===== src/rtl/vx_decode_sched_pkg.sv =====
// Shared types and sizing for the per-warp decoded-instruction scheduler.
package vx_decode_sched_pkg;

    localparam int unsigned NUM_WARPS = 4;
    localparam int unsigned DEPTH     = 2;
    localparam int unsigned NW_BITS   = $clog2(NUM_WARPS);
    localparam int unsigned PTR_W     = $clog2(DEPTH);
    localparam int unsigned CNT_W     = $clog2(DEPTH + 1);

    // Decode payload; carried opaquely through the scheduler.
    typedef struct packed {
        logic [22:0] uuid;
        logic [3:0]  tmask;
        logic [31:0] pc;
        logic [2:0]  ex_type;
        logic [3:0]  op_type;
        logic [2:0]  op_mod;
        logic        wb;
        logic        use_pc;
        logic        use_imm;
        logic [31:0] imm;
        logic [5:0]  rd;
        logic [5:0]  rs1;
        logic [5:0]  rs2;
        logic [5:0]  rs3;
    } decode_payload_t;

    localparam int unsigned PAYLOAD_W = $bits(decode_payload_t);

    typedef enum logic {
        IDLE   = 1'b0,
        LOCKED = 1'b1
    } arb_state_e;

endpackage


===== src/rtl/vx_rr_arbiter.sv =====
// Round-robin arbiter: first requester at or above i_rr_ptr, wrapping.
module vx_rr_arbiter #(
    parameter int unsigned N  = 4,
    parameter int unsigned IW = $clog2(N)
) (
    input  logic [N-1:0]  i_req,
    input  logic [IW-1:0] i_rr_ptr,
    output logic [N-1:0]  o_grant_oh,
    output logic [IW-1:0] o_grant_idx
);

    logic          w_found;
    logic [IW-1:0] w_idx;

    // Scan upward from the pointer; index arithmetic wraps in IW bits.
    always_comb begin
        o_grant_oh  = '0;
        o_grant_idx = '0;
        w_found     = 1'b0;
        w_idx       = '0;
        for (int unsigned k = 0; k < N; k++) begin
            w_idx = IW'(i_rr_ptr + IW'(k));
            if (!w_found && i_req[w_idx]) begin
                w_found            = 1'b1;
                o_grant_oh[w_idx]  = 1'b1;
                o_grant_idx        = w_idx;
            end
        end
    end

endmodule


===== src/rtl/vx_decode_sched.sv =====
// Per-warp decoded-instruction buffers with round-robin issue selection.
module vx_decode_sched
    import vx_decode_sched_pkg::*;
(
    input  logic                 clk,
    input  logic                 reset_n,
    input  logic                 in_valid,
    input  logic [NW_BITS-1:0]   in_wid,
    input  logic [PAYLOAD_W-1:0] in_data,
    output logic                 in_ready,
    input  logic [NUM_WARPS-1:0] warp_stall,
    input  logic                 flush_valid,
    input  logic [NW_BITS-1:0]   flush_wid,
    output logic                 out_valid,
    output logic [NW_BITS-1:0]   out_wid,
    output logic [PAYLOAD_W-1:0] out_data,
    input  logic                 out_ready,
    output logic [NUM_WARPS-1:0] pending
);

    logic [PAYLOAD_W-1:0] r_mem    [NUM_WARPS][DEPTH];
    logic [PTR_W-1:0]     r_rd_ptr [NUM_WARPS];
    logic [PTR_W-1:0]     r_wr_ptr [NUM_WARPS];
    logic [CNT_W-1:0]     r_count  [NUM_WARPS];

    arb_state_e           r_state;
    arb_state_e           w_state_nxt;
    logic [NW_BITS-1:0]   r_locked_wid;
    logic [NW_BITS-1:0]   w_locked_wid_nxt;
    logic [NW_BITS-1:0]   r_rr_ptr;

    logic [NUM_WARPS-1:0] w_flush_oh;
    logic [NUM_WARPS-1:0] w_eligible;
    logic [NUM_WARPS-1:0] w_grant_oh;
    logic [NW_BITS-1:0]   w_grant_idx;
    logic [NW_BITS-1:0]   w_sel_wid;
    logic                 w_out_valid;
    logic                 w_push;
    logic                 w_fire;

    // Flush decode and per-warp eligibility / occupancy.
    always_comb begin
        w_flush_oh = '0;
        w_eligible = '0;
        pending    = '0;
        for (int unsigned w = 0; w < NUM_WARPS; w++) begin
            w_flush_oh[w] = flush_valid && (flush_wid == NW_BITS'(w));
            pending[w]    = (r_count[w] != '0);
            w_eligible[w] = pending[w] && !warp_stall[w] && !w_flush_oh[w];
        end
    end

    // Space check ignores out_ready so a pop never frees a slot same-cycle.
    assign in_ready = (r_count[in_wid] != CNT_W'(DEPTH)) && !w_flush_oh[in_wid];
    assign w_push   = in_valid && in_ready;

    vx_rr_arbiter #(
        .N  (NUM_WARPS),
        .IW (NW_BITS)
    ) u_rr_arbiter (
        .i_req       (w_eligible),
        .i_rr_ptr    (r_rr_ptr),
        .o_grant_oh  (w_grant_oh),
        .o_grant_idx (w_grant_idx)
    );

    // Output selection: fresh arbitration when idle, held warp when locked.
    always_comb begin
        w_sel_wid   = w_grant_idx;
        w_out_valid = |w_grant_oh;
        if (r_state == LOCKED) begin
            w_sel_wid   = r_locked_wid;
            w_out_valid = !w_flush_oh[r_locked_wid];
        end
        out_valid = w_out_valid;
        out_wid   = w_out_valid ? w_sel_wid : '0;
        out_data  = w_out_valid ? r_mem[w_sel_wid][r_rd_ptr[w_sel_wid]] : '0;
    end

    assign w_fire = w_out_valid && out_ready;

    // Lock on a stalled presentation; release on fire or flush of the held warp.
    always_comb begin
        w_state_nxt      = r_state;
        w_locked_wid_nxt = r_locked_wid;
        case (r_state)
            IDLE: begin
                if (w_out_valid && !out_ready) begin
                    w_state_nxt      = LOCKED;
                    w_locked_wid_nxt = w_sel_wid;
                end
            end
            LOCKED: begin
                if (!w_out_valid || out_ready) begin
                    w_state_nxt = IDLE;
                end
            end
            default: w_state_nxt = IDLE;
        endcase
    end

    // Arbiter state, held warp and round-robin pointer.
    always_ff @(posedge clk or negedge reset_n) begin
        if (!reset_n) begin
            r_state      <= IDLE;
            r_locked_wid <= '0;
            r_rr_ptr     <= '0;
        end else begin
            r_state      <= w_state_nxt;
            r_locked_wid <= w_locked_wid_nxt;
            if (w_fire) begin
                r_rr_ptr <= w_sel_wid + NW_BITS'(1);
            end
        end
    end

    // Per-warp pointers and counts; flush wins over push and pop.
    always_ff @(posedge clk or negedge reset_n) begin
        if (!reset_n) begin
            for (int unsigned w = 0; w < NUM_WARPS; w++) begin
                r_rd_ptr[w] <= '0;
                r_wr_ptr[w] <= '0;
                r_count[w]  <= '0;
            end
        end else begin
            for (int unsigned w = 0; w < NUM_WARPS; w++) begin
                if (w_flush_oh[w]) begin
                    r_rd_ptr[w] <= '0;
                    r_wr_ptr[w] <= '0;
                    r_count[w]  <= '0;
                end else begin
                    if (w_push && (in_wid == NW_BITS'(w))) begin
                        r_wr_ptr[w] <= r_wr_ptr[w] + PTR_W'(1);
                    end
                    if (w_fire && (w_sel_wid == NW_BITS'(w))) begin
                        r_rd_ptr[w] <= r_rd_ptr[w] + PTR_W'(1);
                    end
                    case ({w_push && (in_wid == NW_BITS'(w)), w_fire && (w_sel_wid == NW_BITS'(w))})
                        2'b10:   r_count[w] <= r_count[w] + CNT_W'(1);
                        2'b01:   r_count[w] <= r_count[w] - CNT_W'(1);
                        default: r_count[w] <= r_count[w];
                    endcase
                end
            end
        end
    end

    // Payload storage; contents are qualified by the counts, so no reset.
    always_ff @(posedge clk) begin
        if (w_push) begin
            r_mem[in_wid][r_wr_ptr[in_wid]] <= in_data;
        end
    end

endmodule

===== config.mk =====
export PLATFORM = sky130hd
export DESIGN_NAME = vx_decode_sched
export DESIGN_NICKNAME = d
export VERILOG_FILES = /design/src/rtl/vx_decode_sched_pkg.sv /design/src/rtl/vx_rr_arbiter.sv /design/src/rtl/vx_decode_sched.sv
export SDC_FILE = /design/constraint.sdc
export NUM_CORES = 1
export LEC_CHECK = 0
export CAP_MARGIN = 25
export CORE_ASPECT_RATIO = 0.8
export CORE_MARGIN = 3
export CORE_UTILIZATION = 35
export DETAILED_ROUTE_END_ITERATION = 6
export HOLD_SLACK_MARGIN = 0.1
export SLEW_MARGIN = 10
export SYNTH_ARGS = -nofsm -noshare
export SYNTH_HDL_FRONTEND = slang
export SYNTH_SLANG_ARGS = --single-unit

===== constraint.sdc =====
create_clock -name clk -period 11.23 [get_ports clk]
set_clock_uncertainty 0.1 [all_clocks]
set_input_delay 2.246 -clock clk [delete_from_list [all_inputs] [get_ports clk]]
set_output_delay 2.246 -clock clk [all_outputs]
set_load 0.05 [all_outputs]

# Yosys cells after proc, flatten, opt, wreduce, memory -nomap -nowiden
# Memory sizes are Yosys's and may differ from the RTL's.
# Cells that the tools add are included.
dict set report classes {
  mux 78
  multipliers 0
  n_eq_ne 18
  n_shift 0
  n_lt_le_gt_ge 15
  addsub 20
  reduce_logical 69
  div 0
  bitwise_logic 8
}
# op n
set ops {}
lappend ops {{2-to-1 mux 128 bit} 5}
lappend ops {{2-to-1 mux 256 bit} 1}
lappend ops {{demux 128 bit (select 1 bit)} 1}
lappend ops {{2-to-1 mux 1 bit} 37}
lappend ops {{logical AND 1 bit} 32}
lappend ops {{2-to-1 mux 2 bit} 12}
lappend ops {{nonzero test 2 bit} 12}
lappend ops {{== test 2 bit, second input constant} 10}
lappend ops {{< comparator 2 x 3 -> 1 bit, second input constant} 6}
lappend ops {{binary-select mux 1 bit (select 2 bit)} 8}
lappend ops {{2-to-1 mux 4 bit} 4}
lappend ops {{case mux 2 bit (2 select lines)} 4}
lappend ops {{logical NOT 1 bit} 15}
lappend ops {{== test 2 x 1 -> 1 bit, second input constant} 7}
lappend ops {{adder 2 x 1 -> 2 bit, second input constant} 6}
lappend ops {{bitwise OR 4 bit} 3}
lappend ops {{nonzero test 3 bit} 4}
lappend ops {{adder 1 bit, second input constant} 8}
lappend ops {{demux 1 bit (select 2 bit)} 4}
lappend ops {{greater-or-equal comparator 2 x 1 -> 1 bit, second input constant} 4}
lappend ops {{subtractor 2 x 1 -> 2 bit, second input constant} 4}
lappend ops {{greater-or-equal comparator 3 bit, second input constant} 2}
lappend ops {{logical NOT 2 bit} 3}
lappend ops {{inverter 2 -> 3 bit} 2}
lappend ops {{other kinds (11)} 14}
dict set report totals {
  wordCells 224
  mem_bits_rw 1024
  latchBits 0
  mem_count 1
  output_inout_bits 136
  rom_bits 0
  regBits 21
  inputBits 141
}
# name words width read_ports rd_clocked_by_memory_dff write_ports line
set memory_table {}
lappend memory_table {r_mem 4 256 1 0 1 vx_decode_sched.sv:21} ;# logic [PAYLOAD_W-1:0] r_mem [NUM_WARPS][DEPTH];

# Longest topological paths before layout
dict set report logic_depth {
  depth_word 26
  ltp_mapped 19
}

# Modules after synthesis
# A second synthesis with hierarchy kept.
dict set report hier_totals {
  cells_unflattened 3359
  area_unflattened_um2 41881.4
}
# module n_inst cells_each area_each_um2
set modules_own_cells {}
lappend modules_own_cells {vx_decode_sched 1 3313 41462.3}
lappend modules_own_cells {vx_rr_arbiter 1 46 419.2}

# Worst setup path before layout
# No wires, ideal clock.
dict set report synth_path {
  path_kind {input to register}
  start {input in_wid[0]}
  end {memory r_mem[2][128] (netlist bit), enable pin}
  setup_time_ns 0.772
  t_arrival_ns 11.963
  stages 7
  path_buffers 1
  setup_slack_ns -1.605
  required_time_ns 10.358
  path_cell_list {clkbuf_1 > xnor2_1 > a311oi_1 > mux2i_1 > nor2b_1 > nand2_1 > nor3_1}
}
dict set report synth_via {
  elab_chain_cells 10
  word_cells_on_any_way 21
  cone_classes {order compare (2); eq/ne (1); mux (12); bitwise (2); reduce/logical (4)}
}
# item line
set synth_rtl {}
lappend synth_rtl {{start: declaration} vx_decode_sched.sv:8} ;# input logic [NW_BITS-1:0] in_wid,
lappend synth_rtl {{inverter 2 -> 3 bit (implied by the code)} {vx_decode_sched.sv:54, vx_decode_sched.sv:151}}
lappend synth_rtl {{binary-select mux 1 bit (select 2 bit)} vx_decode_sched.sv:151} ;# r_mem[in_wid][r_wr_ptr[in_wid]] <= in_data;
lappend synth_rtl {{2-to-1 mux 1 bit (implied by the code) (2 in a row)} vx_decode_sched.sv:151}
lappend synth_rtl {{inverter 1 -> 2 bit (implied by the code)} vx_decode_sched.sv:151}
lappend synth_rtl {{greater-or-equal comparator 2 bit (implied by the code) or < comparator 2 x 1 -> 1 bit (tied branches)} vx_decode_sched.sv:151}
lappend synth_rtl {{logical AND 1 bit (implied by the code)} vx_decode_sched.sv:151}
lappend synth_rtl {{2-to-1 mux 128 bit (implied by the code)} vx_decode_sched.sv:151}
lappend synth_rtl {{demux 128 bit (select 1 bit)} vx_decode_sched.sv:151}
lappend synth_rtl {{2-to-1 mux 256 bit (implied by the code)} vx_decode_sched.sv:151}
lappend synth_rtl {{end: declaration} vx_decode_sched.sv:21}
# Parallel ways exist; a longest one is shown, timed or not. The select of a mux whose other input is x is not followed.

# Final worst setup path
dict set report layout_path {
  start {input flush_wid[1]}
  end {output out_data[60]}
}
dict set report layout_via {
  elab_chain_cells 26
  word_cells_on_any_way 60
  cone_classes {eq/ne (3); mux (30); bitwise (5); reduce/logical (21); memory (1)}
}
# item line
set layout_rtl {}
lappend layout_rtl {{start: declaration} vx_decode_sched.sv:13} ;# input logic [NW_BITS-1:0] flush_wid,
lappend layout_rtl {{== test 2 x 1 -> 1 bit, or another cell as far along} vx_decode_sched.sv:47} ;# w_flush_oh[w] = flush_valid && (flush_wid == NW_BITS'(w));
lappend layout_rtl {{logical AND 1 bit} vx_decode_sched.sv:47}
lappend layout_rtl {{logical NOT 1 bit} vx_decode_sched.sv:49} ;# w_eligible[w] = pending[w] && !warp_stall[w] && !w_flush_oh[w];
lappend layout_rtl {{logical AND 1 bit} vx_decode_sched.sv:49}
lappend layout_rtl {{binary-select mux 1 bit (select 2 bit)} vx_rr_arbiter.sv:23} ;# if (!w_found && i_req[w_idx]) begin
lappend layout_rtl {{2-to-1 mux 1 bit (implied by the code)} vx_rr_arbiter.sv:23}
lappend layout_rtl {{2-to-1 mux 1 bit} vx_rr_arbiter.sv:23}
lappend layout_rtl {{logical NOT 1 bit} vx_rr_arbiter.sv:23}
lappend layout_rtl {{(+7 left out)} --}
lappend layout_rtl {{2-to-1 mux 2 bit} vx_rr_arbiter.sv:23}
lappend layout_rtl {{2-to-1 mux 2 bit} vx_decode_sched.sv:71} ;# if (r_state == LOCKED) begin
lappend layout_rtl {{inverter 2 -> 3 bit (implied by the code)} vx_decode_sched.sv:77} ;# out_data = w_out_valid ? r_mem[w_sel_wid][r_rd_ptr[w_sel_wid]] : '0;
lappend layout_rtl {{binary-select mux 1 bit (select 2 bit)} vx_decode_sched.sv:77}
lappend layout_rtl {{2-to-1 mux 1 bit (implied by the code) (2 in a row)} vx_decode_sched.sv:77}
lappend layout_rtl {{inverter 1 -> 2 bit (implied by the code)} vx_decode_sched.sv:77}
lappend layout_rtl {{2-to-1 mux 128 bit (implied by the code) (3 in a row)} vx_decode_sched.sv:77}
lappend layout_rtl {{2-to-1 mux 128 bit (*)} vx_decode_sched.sv:77}
lappend layout_rtl {{end: declaration} vx_decode_sched.sv:16} ;# output logic [PAYLOAD_W-1:0] out_data,
# Mark *: on every way between the ends. The rest lies on a longest branch, timed or not. The select of a mux whose other input is x is not followed.

==> summary.md <==
| Metric | Value |
|---|---|
| Global route total overflow | 0 |
| Storage element area | between 30000 and 40000 um2 |
| Crit path max fanout | 205 |
| Antenna Nets Post-Route | 0 |
| Largest net degree at the start of global routing | around 210 |
| Number of buffers on the longest clock path | 3 |
| Post-cts hold buffer count | 0 |
| Hpwl dp | 53.2 mm |
| Site Rows | approximately 110 |
| I/O Pins | between 200 and 300 |
| Cell with the largest stage delay on the worst path | sky130_fd_sc_hd__clkdlybuf4s50_1 |
| Dominant cell by count in the synthesized netlist | sky130_fd_sc_hd__edfxtp_1 |
| Final setup violating endpoints | 0 |
| Final core utilization | 0.418 |
| Layout Cell Area excl Fill | around 50000 um2 |
| Total number of yosys warnings | 0 |
| Most area-hungry cell type in the Yosys netlist | sky130_fd_sc_hd__edfxtp_1 |
| Gp weighted congestion | 0.786 |
| Setup fix buffers added after clock tree synthesis | 0 |
| Die ar. | 122000 um2 |
| Worst hold path depth | 2 |
| Logic depth of the worst path, buffers included | 13 |
| Final routed wire length divided by cell count | 21.4 um |
| Endpoint of the worst register-to-register path | r_count[3] |
| Count of TritonRoute iterations in the first routing pass | 5 |
| Total clock sinks | 1045 |
| Wire length of the first global-routing pass | about 160 mm |
| Area of the multi-input gates | a little over 9000 um2 |
| Count of instances resized after the clock tree is built | 0 |
| Final Hold Fails | 0 |
| Hold EP | r_rd_ptr[2] |
| Total Routing Usage GR | 0.166 |
| Worst EP arrival | about 7.8 ns |
| Area of the core | around 120000 um2 |
| Max-slew headroom | 0.192 |
| Worst path most repeated cell | sky130_fd_sc_hd__clkdlybuf4s50_1 |
| Number of global-route vias before repair | ~25000 |
| Cell Area, Placed | around 46000 um2 |
| Worst setup path category | in -> out |
| Drt first-iter violations | 2318 |
| Outcome | complete, no violations |
| Min Clock Period, post-route | 10.10 ns |
| Final Cycle Share | 0.900 |
| Fill count | between 10000 and 15000 |
| Leading post-synthesis cells by cell area | sky130_fd_sc_hd__edfxtp_1 (74%), sky130_fd_sc_hd__nand2_1 (7.1%), sky130_fd_sc_hd__a21oi_1 (6.2%), sky130_fd_sc_hd__a221o_1 (3.1%), sky130_fd_sc_hd__a32oi_1 (2.7%) |
| Primary FF master, synth | sky130_fd_sc_hd__edfxtp_1 |
| Worst Hold Launch | r_rd_ptr[2] |
| Layout Cells excl Fill | 4841 |
| Synth Area per Inst | around 14 um2 |
| Area share of the largest cell type after synthesis | 0.743 |
| Layout area overhead | 18.2% |
| Setup slack on the worst flop-to-flop path | 6.19 ns |
| Gate Count Post-Synth | approximately 3000 |
| Unrepaired setup endpoints after global routing | false |
| Width of the die | approximately 390 um |
| Fraction of final layout cells sized beyond drive strength 1 | 0.0652 |
| Critical Path, Cell by Cell | clkdlybuf4s50_1 -> and3_1 -> nor3_1 -> a221oi_1 -> o21ai_0 -> o31ai_1 -> a21o_4 -> buf_4 -> buf_12 -> nand2_1 -> a221o_1 -> a21oi_1 -> clkdlybuf4s50_1 |
| Maxcap violations | 0 |
| PortBufs | ~280 |
| Overall via count from detail_route | 25800 |
| DR DRC count | 0 |
| Layout Nets | 3360 |
| Num CTS Buffers | 103 |
| Final wirelength | about 100 mm |
| Post-synthesis sequential area ratio | 0.756 |
| Post-synth top cells | sky130_fd_sc_hd__edfxtp_1 (1024), sky130_fd_sc_hd__nand2_1 (784), sky130_fd_sc_hd__a21oi_1 (516) |
| Cell count of the worst reg-to-reg path | 15 |
| Worst hold-check path type | reg -> reg |
| Synthesized net count | 3154 |
| Insertion delay to the later sink of the worst-skew pair | approximately 0.7 ns |
| Cell area after synthesis | a little over 40000 um2 |
| Die height | between 300 and 400 um |
| H-tree depth reported by CTS | 3 |
| Placed cells | about 4600 |
| Slew Viols, Final | 0 |
| Clock tree from TritonCTS | done |
| Crit. End Element | primary output |
| Top cell family by delay on the critical path | buffers and inverters |
| Via density per instance | around 5.3 |
| Launching point of the worst reg2reg path | r_rr_ptr[0] |
| Kind of launch point of the worst setup path | input pin |
| Worst-Margin Slew | 1.21 ns |
| Number of antenna violations at the first check in global routing | 12 |
| Fmax | a little under 0.1 GHz |
| Data required time at the worst endpoint | ~8.9 ns |
| Buffering stage count on the worst path with inverters included | 4 |
| Slowest cell delay on critical path | 0.90 ns |
| Proportion of register bits with asynchronous set or reset after synthesis | 0.0201 |
| Post-synth EDFFs | a little over 1000 |
| Clk root buf | sky130_fd_sc_hd__clkbuf_16 |
| Starting density of the core | 0.354 |
| Post-CTS clock slew at the launch and capture registers of the worst setup and hold paths | approximately 0.060 ns |
| Number of distinct library cell variants in the gate-level netlist after synthesis | 56 |
| FF+latch count, synth | roughly 1000 |
## cell usage in the layout, fill, tap and decap left out, types with 6 or more instances in the layout
cell | netlist | layout
sky130_fd_sc_hd__a21oi_1 | 516 | 516
sky130_fd_sc_hd__a221o_1 | 128 | 128
sky130_fd_sc_hd__a32oi_1 | 128 | 128
sky130_fd_sc_hd__buf_12 | 0 | 13
sky130_fd_sc_hd__buf_4 | 10 | 34
sky130_fd_sc_hd__clkbuf_1 | 126 | 28
sky130_fd_sc_hd__clkbuf_16 | 0 | 104
sky130_fd_sc_hd__clkdlybuf4s50_1 | 0 | 276
sky130_fd_sc_hd__clkinv_1 | 0 | 22
sky130_fd_sc_hd__clkinv_2 | 0 | 19
sky130_fd_sc_hd__dfrtp_1 | 21 | 21
sky130_fd_sc_hd__diode_2 | 0 | 6
sky130_fd_sc_hd__edfxtp_1 | 1024 | 1024
sky130_fd_sc_hd__ha_1 | 12 | 12
sky130_fd_sc_hd__inv_1 | 12 | 11
sky130_fd_sc_hd__inv_6 | 0 | 9
sky130_fd_sc_hd__nand2_1 | 784 | 784
sky130_fd_sc_hd__nor2_1 | 31 | 31
sky130_fd_sc_hd__nor3_1 | 17 | 15
sky130_fd_sc_hd__nor4_1 | 6 | 6
sky130_fd_sc_hd__o211ai_1 | 6 | 6
sky130_fd_sc_hd__xnor2_1 | 15 | 15
## registers in the layout (all words and copies together) (netlist names)
register and cells:
r_rr_ptr 2, r_mem 1024, r_wr_ptr 4, r_locked_wid 2, r_rd_ptr 4, r_count 8, r_state 1
## worst max-delay path by stage
stage	startpoint	end
6_report	flush_wid[1]	out_data[60]
5_1_grt	flush_wid[1]	out_data[57]
4_1_cts	flush_wid[1]	out_data[98]
3_5_place_dp	flush_wid[1]	out_data[104]
3_3_place_gp	flush_wid[1]	out_data[91]
2_1_floorplan	in_wid[0]	r_mem[2][128]
## logic make-up after synthesis
group | count (synthesis) | synth area share
fa+ha+maj | 12 | 0.00363
simple gates | 873 | 0.0827
compound gates | 814 | 0.129
mux | 3 | 0.00106
buf+inv | 235 | 0.0246
xor+xnor | 19 | 0.00402
flops | 1045 | 0.756
## through the flow
stage               TNS, ns  setup WS [ns]  hold WS [ns]
floorplan           -410.89          -1.61         0.404
global placement          0           1.23         0.441
detailed placement        0           1.18         0.437
CTS                       0           1.20         0.451
global route              0          0.746         0.478
finish                    0           1.13         0.453
## layout make-up
class                      instances  share of cell area
clock inverter                    62              0.0102
clock buffer                     132              0.0553
sequential                      1045               0.639
timing repair buffer             323              0.0670
inverter                          13             0.00125
antenna                            6            0.000307
multi-input combinational       1721               0.188
tap                             1539              0.0393
## per-layer routing
metal  wire length (um)  GRT usage
met3               7700     0.0405
met1              46700      0.235
met2              47300      0.256
met4               1990     0.0410
met5                 74          0
## tightest hold or removal path, cell delays in order (launching register included)
cell and delay (ns):
sky130_fd_sc_hd__dfrtp_1 0.36, sky130_fd_sc_hd__xor2_1 0.08, sky130_fd_sc_hd__nor2_1 0.07
Power is not shown: default switching activity piles up to over one toggle a cycle in this logic, so the estimate is an artifact.
